[src/rtl/uart_rx_byte_fifo.sv]
// uart_rx_byte_fifo: show-ahead byte FIFO behind a UART receiver, pushing on each rx_done rising edge.
// Define UART_RX_FIFO_ERR_TAG_EN to store rx_error alongside each byte.
module uart_rx_byte_fifo #(
    parameter int DATA_BITS = 8,
    parameter int DEPTH     = 16
) (
    input  logic                     clk,
    input  logic                     rst_n,
    input  logic                     rx_done,
    input  logic [DATA_BITS-1:0]     rx_data,
    input  logic                     rx_error,
    input  logic                     flush,
    output logic                     out_valid,
    input  logic                     out_ready,
    output logic [DATA_BITS-1:0]     out_data,
    output logic                     out_error,
    output logic [$clog2(DEPTH):0]   count,
    output logic                     full,
    output logic                     overflow,
    input  logic                     ovf_clr
);
    localparam int ADDR_W = $clog2(DEPTH);
`ifdef UART_RX_FIFO_ERR_TAG_EN
    localparam int MEM_W = DATA_BITS + 1;
`else
    localparam int MEM_W = DATA_BITS;
`endif
    logic [MEM_W-1:0] mem [DEPTH];
    logic [ADDR_W:0]  wr_q, wr_d, rd_q, rd_d;
    logic             rx_done_q, overflow_q, overflow_d;
    logic             push_evt, pop, push_ok, drop;
    logic [MEM_W-1:0] wdata, head;

    assign out_valid = wr_q != rd_q;
    assign count     = wr_q - rd_q;
    assign full      = (wr_q[ADDR_W-1:0] == rd_q[ADDR_W-1:0]) && (wr_q[ADDR_W] != rd_q[ADDR_W]);
    assign overflow  = overflow_q;
    assign head      = mem[rd_q[ADDR_W-1:0]];
    assign out_data  = out_valid ? head[DATA_BITS-1:0] : '0;
`ifdef UART_RX_FIFO_ERR_TAG_EN
    assign wdata     = {rx_error, rx_data};
    assign out_error = out_valid & head[DATA_BITS];
`else
    logic unused_rx_error;
    assign unused_rx_error = rx_error;
    assign wdata     = rx_data;
    assign out_error = 1'b0;
`endif

    // A push into a full FIFO survives only if the head leaves the same cycle; flush discards it outright.
    always_comb begin
        push_evt   = rx_done & ~rx_done_q;
        pop        = out_valid & out_ready;
        push_ok    = push_evt & (~full | pop) & ~flush;
        drop       = push_evt & full & ~pop & ~flush;
        wr_d       = flush ? '0 : wr_q + (ADDR_W+1)'(push_ok);
        rd_d       = flush ? '0 : rd_q + (ADDR_W+1)'(pop);
        overflow_d = drop | (overflow_q & ~ovf_clr);
    end

    always_ff @(posedge clk or negedge rst_n) begin
        if (!rst_n) begin
            wr_q       <= '0;
            rd_q       <= '0;
            rx_done_q  <= 1'b1;
            overflow_q <= 1'b0;
        end else begin
            wr_q       <= wr_d;
            rd_q       <= rd_d;
            rx_done_q  <= rx_done;
            overflow_q <= overflow_d;
        end
    end

    always_ff @(posedge clk)
        if (push_ok) mem[wr_q[ADDR_W-1:0]] <= wdata;
endmodule

[config.mk]
export PLATFORM = sky130hd
export DESIGN_NAME = uart_rx_byte_fifo
export DESIGN_NICKNAME = d
export VERILOG_FILES = /design/src/rtl/uart_rx_byte_fifo.sv
export SDC_FILE = /design/constraint.sdc
export NUM_CORES = 1
export LEC_CHECK = 0
export CORE_ASPECT_RATIO = 0.7
export CORE_MARGIN = 10
export CORE_UTILIZATION = 40
export DETAILED_ROUTE_END_ITERATION = 7
export GPL_ROUTABILITY_DRIVEN = 0
export PLACE_DENSITY = 0.6
export RECOVER_POWER = 25
export SLEW_MARGIN = 20
export SYNTH_ARGS = -nofsm -noshare
export SYNTH_HDL_FRONTEND = slang
export SYNTH_SLANG_ARGS = --single-unit
[constraint.sdc]
create_clock -name clk -period 2.44 [get_ports clk]
set_input_delay 0.366 -clock clk [delete_from_list [all_inputs] [get_ports clk]]
set_output_delay 0.366 -clock clk [all_outputs]
set_load 0.01 [all_outputs]
==> metrics.md <==
| Metric | Value |
|---|---|
| Status | finished, violations left |
| Violations in the final reports | negative setup slack |
| Metal-1 WL | between 5 and 6 mm |
| Total iterations of the first detailed-routing run | 4 |
| Required time of the critical path | 2.07 ns |
| TritonCTS clock tree | built |
| Pre-CTS setup slack | -0.239 ns |
| Peak ir drop on the vdd network | ~0.47 mV |
| Root Driver | sky130_fd_sc_hd__clkbuf_16 |
| Static leakage | between 0.002 and 0.003 uW |
| Time the worst path needs with I/O delays and setup | 2.50 ns |
| Post-synth EDFFs | approximately 130 |
| Setup crit end kind | primary output |
| DRC viols | 0 |
| Post-layout worst setup margin | -0.0598 ns |
| Number of sinks on the clock net | between 100 and 150 |
| Final instance area | between 7000 and 8000 um2 |
| Global route total overflow | 0 |
| Area of the core | about 14000 um2 |
| Transition time at the pin with the least slew margin | between 0.5 and 0.6 ns |
| Yosys top cell area share | around 66% |
| Max-cap viol count | 0 |
| First-pass GRT wire length | roughly 20 mm |
| Max Transition Viols Final | 0 |
| Average cell area after synthesis | around 19 um2 |
| Type of the setup path with the least slack | reg2out |
| Leading cell types by count after synthesis | sky130_fd_sc_hd__edfxtp_1 (128), sky130_fd_sc_hd__mux4_2 (21), sky130_fd_sc_hd__nand2_1 (19), sky130_fd_sc_hd__nor2_1 (17) |
| Final net count | between 400 and 500 |
| Count of input and output buffers | 29 |
| Final antenna-violating net count | 0 |
| Primary flip-flop cell chosen by synthesis mapping | sky130_fd_sc_hd__edfxtp_1 |
| Standard-cell row count | 36 |
| Max Used Layer | met4 |
| Master of the slowest instance on the critical path | sky130_fd_sc_hd__mux4_2 |
| Setup repair after global routing missed its margin | true |
| Area contributors post-synth | sky130_fd_sc_hd__edfxtp_1 (66%), sky130_fd_sc_hd__mux4_2 (8.1%), sky130_fd_sc_hd__mux4_1 (5.0%) |
| Final wirelength | 13.6 mm |
| Hold Fails Final Rpt | 0 |
| DP Wirelength | slightly below 9 mm |
| Total placed instance area | between 6000 and 7000 um2 |
| Worst skew pair latency | between 0.4 and 0.5 ns |
| Hold_buf cts | 0 |
| Data arrival time of the critical path | 2.13 ns |
| Clock Tree Buf Depth | 2 |
| Share of the clock period used by the worst path after layout | 102% |
| Share of synthesized flip-flops with an asynchronous set or reset | around 8.6% |
| Horizontal die dimension | 164 um |
| Type of element launching the critical path | register |
| Maximum number of pins on one net before global-route repair | 22 |
| Pwr Density | a little under 800 nW/um2 |
| Overall via count from detail_route | ~3200 |
| Met2 WL | ~6.7 mm |
| CP max stage delay | 0.48 ns |
| Max-Slew Margin vs Limit | 60.1% |
| Type of the worst min-delay path | in2async |
| Cell type group with the largest total delay on the critical path | multiplexers |
| Most common cell in the netlist | sky130_fd_sc_hd__edfxtp_1 |
| Average via count per standard cell | 5.17 |
| Final cell utilization of the core | between 50% and 60% |
| Setup clock skew after layout | a little under 0.007 ns |
| Count of buffering cells on the critical path with inverters included | 4 |
| Relative area change from synthesis to final layout | 33.6% |
| Fmax | between 400 and 500 MHz |
| Starting DRC count in detailed routing | about 220 |
| Max H-tree Level | 4 |
| Number of logic stages on the critical path including buffering | 7 |
| Number of diodes added for antenna fixing | 0 |
| Synthesized netlist net count | ~330 |
| Crit path cell chain | buf_6, buf_12, buf_6, mux4_2, mux2i_1, a211oi_2, buf_2 |
| Proportion of layout cells with a drive suffix above 1 | between 40 and 50% |
| Number of distinct library cell variants in the gate-level netlist after synthesis | 38 |
| Final setup violation count | 8 |
| Area leader, netlist | sky130_fd_sc_hd__edfxtp_1 |
| Initial core utilization | 41.3% |
| Vertical die dimension | 121 um |
| Post-synthesis cell count | ~300 |
| Warning count from the yosys run | 0 |
| Total of flip-flops plus latches after synthesis | 140 |
| Met3 WL | roughly 860 um |
| Post-Synthesis Cell Area | approximately 6000 um2 |
| Worst Reg2Reg Path Length in Cells | 10 |
| Wirelength per Cell | approximately 22 um |
| Reg clk slew, reported paths | about 0.06 ns |
| Via count of the first global-routing pass | ~3400 |
| TritonCTS buffer count | 17 |
| Sequential fraction of the synthesis area | between 70 and 80% |
| Full die area | 19900 um2 |
| I/O pin count | 32 |
| Number of antenna violations at the first check in global routing | 0 |
| Critical path fanouts, max | 7 |
| Most frequent cell on the critical path | sky130_fd_sc_hd__buf_6 |
| Total global routing track utilization | 14.2% |
-- per-layer routing --
layer	up-vias	GRT usage [%]
met5	-	0
met4	0	4.62
met3	11	3.32
met1	1645	19.6
met2	76	21.7
li1	1432	-
-- path summary, 6_finish.rpt --
path                          start          end  slack, ns
min in group clk            rx_done    rx_done_q       0.51
setup reg to reg            rd_q[0]    mem[4][6]          0
hold / removal                rst_n      wr_q[0]       0.39
hold reg to reg            overflow     overflow       0.54
max in group asynchronous     rst_n      rd_q[0]       1.61
setup / recovery            rd_q[0]  out_data[0]      -0.06
-- layout make-up --
class / count / area [um2]
clock buffer: 18 / 429
clock inverter: 14 / 184
fill: 1082 / 6320
inverter: 12 / 47.5
multi-input combinational: 142 / 1820
sequential: 140 / 4150
tap: 190 / 238
timing repair buffer: 96 / 920
-- power by group --
group          internal, uW  switching (uW)  leakage, uW
combinational           403             309      0.00109
clock                  1630            1020     0.000293
sequential             2630            9.95      0.00131
-- what timing repair did --
action,CTS,global route
gates cloned,1,1
pin swaps,9,11
endpoints found under the setup margin,95,112
resized for setup,91,61
buffers inserted,5,9
-- placed cells by master (no fill, tap or decap), types with 9 or more instances in the layout --
| master | Yosys | routed |
|---|---|---|
| sky130_fd_sc_hd__clkdlybuf4s50_1 | 0 | 9 |
| sky130_fd_sc_hd__edfxtp_1 | 128 | 128 |
| sky130_fd_sc_hd__nor2_1 | 17 | 9 |
| sky130_fd_sc_hd__nand2_1 | 19 | 17 |
| sky130_fd_sc_hd__buf_2 | 3 | 9 |
| sky130_fd_sc_hd__mux4_2 | 21 | 24 |
| sky130_fd_sc_hd__buf_4 | 1 | 37 |
| sky130_fd_sc_hd__clkbuf_16 | 0 | 18 |
| sky130_fd_sc_hd__buf_6 | 4 | 25 |
-- kinds of logic after synthesis --
| logic type | synth area share [%] |
|---|---|
| simple gates | 5.58 |
| other cells | 0.0644 |
| buf+inv | 2.99 |
| compound gates | 1.91 |
| mux | 14.5 |
| flops | 71.2 |
| xor+xnor | 1.78 |
| fa+ha+maj | 2.06 |
-- sequential cells by signal, indices dropped and copies added (netlist names) --
name and count:
mem 128, overflow 1, rd_q 5, rx_done_q 1, wr_q 5
-- through the flow --
stage	TNS [ns]	power [uW]	cells	hold slack (ns)
finish	-0.320	6000	612	0.394
global route	-3.07	6220	612	0.431
detailed placement	-9.95	3260	569	0.544
global placement	-5.31	3250	569	0.530
CTS	-1.09	5970	607	0.334
floorplan	-0.743	2980	307	0.0704
(Power assumes the default switching activity.)
==> patch (config.mk and constraints unchanged) <==
Register the output `count`, cleared by the reset; this adds one clock of latency there. The other outputs are not delayed to match.
--- a/src/rtl/uart_rx_byte_fifo.sv
+++ b/src/rtl/uart_rx_byte_fifo.sv
@@ -34,3 +34,9 @@
     assign out_valid = wr_q != rd_q;
-    assign count     = wr_q - rd_q;
+    always_ff @(posedge clk or negedge rst_n) begin
+        if (!rst_n) begin
+            count <= '0;
+        end else begin
+            count <= wr_q - rd_q;
+        end
+    end
     assign full      = (wr_q[ADDR_W-1:0] == rd_q[ADDR_W-1:0]) && (wr_q[ADDR_W] != rd_q[ADDR_W]);
Behaviour: not the same (a bounded check fails within 4 cycles, from zero or initial values and one cycle with rst_n low).
==> patch against the original RTL <==
  * The run still ends with negative setup slack left
  * Hold slack improved by 0.095 ns
  * Critical path depth fell by 1
  * Synthesized area grew 2.4%
  * Final area shrank 3.1%
  * Worst setup slack lost 0.069 ns
  * Power decreased by 2.1%
  * Sequential cell count up 5
  * Routed wire length down 3.9%
  * Critical path type unchanged
  * Critical endpoint is now out_data[7]
==> patch: results (changes against the original RTL) <==
outcome=finished, violations left; failing checks=negative setup slack; share of layout cells above drive strength 1=0.372 (-0.0881); detailed placer's ending HPWL=8240 µm (-7.9%); Hold Buf Count CTS=0 (unchanged); CTS Buf Count=17 (unchanged); GRT Total Usage=0.133 (-0.00833); Lkg Pwr=2.59 nW (-3.8%); number of global-route vias before repair=3280 (-2.8%); Mapped Nets=337 (+1.8%); Peak VDD IR=0.000540 V (+16%); post-synth cell types=39 (+2.6%); Synth Area in XOR/XNOR=0.0174 (-0.000419); pin count of the biggest net entering global routing=19 (-14%); post-synthesis mux area share=0.142 (-0.00277); CP max FO=5 (-2); max reg flops=128 (unchanged); number of diodes=0 (unchanged); min setup slack post-route=-0.129 ns (-0.0692 ns); Routed WL per cell=21.6 µm (-2.7%); Hold Path Class=input pin to async pin; GR met1 Demand/Resource=0.187 (-0.00849); Synth async-reset ratio=0.117 (+0.0315); DP Worst Slack=-0.184 ns (+0.0553 ns); Max stage delay on crit path=0.51 ns (+0.03 ns); most frequent cells after synthesis=edfxtp_1 (128), mux4_2 (20), nand2_1 (20); number of buffers on the longest clock path=2 (unchanged); crit path DAT=2.20 ns (+0.07 ns); filler cell count=1171 (+8.2%); grt met3 use=0.0360 (+0.00282); synth top area cells=edfxtp_1 (64%), mux4_2 (7.6%), dfrtp_1 (6.7%); Compound-Gate Fraction of Synth Area=0.0164 (-0.00276); initial antenna violation count=0 (unchanged); first-pass GRT wire length=20100 µm (-1.8%); GR met2 Demand/Resource=0.199 (-0.0173); portion of the post-synthesis area used by sequential elements=0.716 (+0.00426); initial drt markers=232 (+4.0%); Post-Synth Adder-Cell Area=0.0201 (-0.000484); CTS root buf=clkbuf_16; H-tree Lvls=4 (unchanged); Yosys warnings=0 (unchanged); EDFF count, synth=128 (unchanged); skew final=0.00793 ns (+0.00109 ns); Clock Latency Late Sink=0.42 ns; Detailed Routing Iterations Pass 1=4 (unchanged); crit path max-delay cell type=mux4_2; vias per std cell=5.18 (+0.17%); Nets=420 (-3.0%); Final Setup Violations=8 (unchanged); Clock Pin Slew Worst Setup and Hold Paths=0.06 ns (about the same); port bufs=29 (unchanged); worst-margin pin slew=0.826 ns (+0.229 ns)
-- patch: through the flow --
| step | util | std cells | hold slack, ns | cell area [µm²] | setup TNS, ns |
|---|---|---|---|---|---|
| 2_1_floorplan | - | 313 | 0.0704 | 5980 | -3.74 |
| 3_3_place_gp | 0.461 | 562 | 0.527 | 6760 | -0.695 |
| 3_5_place_dp | 0.461 | 562 | 0.530 | 6760 | -0.667 |
| 4_1_cts | 0.515 | 606 | 0.359 | 7560 | -1.08 |
| 5_1_grt | 0.514 | 604 | 0.494 | 7540 | -1.36 |
| 6_report | 0.514 | 604 | 0.490 | 7540 | -0.662 |
-- patch: cell type report --
type | instances | area share
clock buffers | 18 | 0.0569
clock inverters | 14 | 0.0184
inverters | 12 | 0.00697
multi-input cells | 142 | 0.220
flip-flops and latches | 145 | 0.566
well taps | 195 | 0.0324
repair buffers | 78 | 0.0994
-- patch: cell families after synthesis --
| group | count (synthesis) |
|---|---|
| AOI/OAI and AO/OA | 14 |
| xor gates and xnor gates | 11 |
| buffers and inverters | 26 |
| DFF | 145 |
| other | 1 |
| and+or+nand+nor | 67 |
| muxes | 40 |
| adders and majority gates | 9 |
-- patch: per-layer routing --
metal,share of wire,vias up
met4,0.0099,0
met2,0.46,70
met5,0,-
met1,0.49,1651
li1,-,1393
met3,0.045,14
-- patch: repair_timing --
action                     CTS  global route
setup buffers                9             0
pin swaps                    9             6
resized for setup           73            17
cloned                       3             0
setup endpoints to repair   10            12
-- patch: power breakdown --
group	internal, mW	switching [mW]	leakage (nW)
clock	1.50	1.01	0.269
combinational	0.337	0.288	0.943
sequential	2.73	0.0150	1.38
total	4.56	1.32	2.59
-- patch: worst paths after layout --
| path | endpoint | startpoint | cells past startpoint | slack, ns |
|---|---|---|---|---|
| worst max-delay path | out_data[7] | rd_q[0] | 6 | -0.13 |
| max in group asynchronous | rd_q[0] | rst_n | 1 | 1.38 |
| worst max register to register | wr_q[4] | rd_q[0] | 10 | 0.14 |
| worst min-delay path | wr_q[3] | rst_n | 1 | 0.49 |
| min in group clk | rx_done_q | rx_done | 1 | 0.51 |
| worst min register to register | overflow | overflow | 2 | 0.54 |
-- patch: worst max-delay path: cells and delay by family, from the launching register on --
family,cells,cell delay (ns)
DFF,1,0.49
muxes,2,0.74
AOI/OAI and AO/OA,1,0.10
buffers and inverters,3,0.44
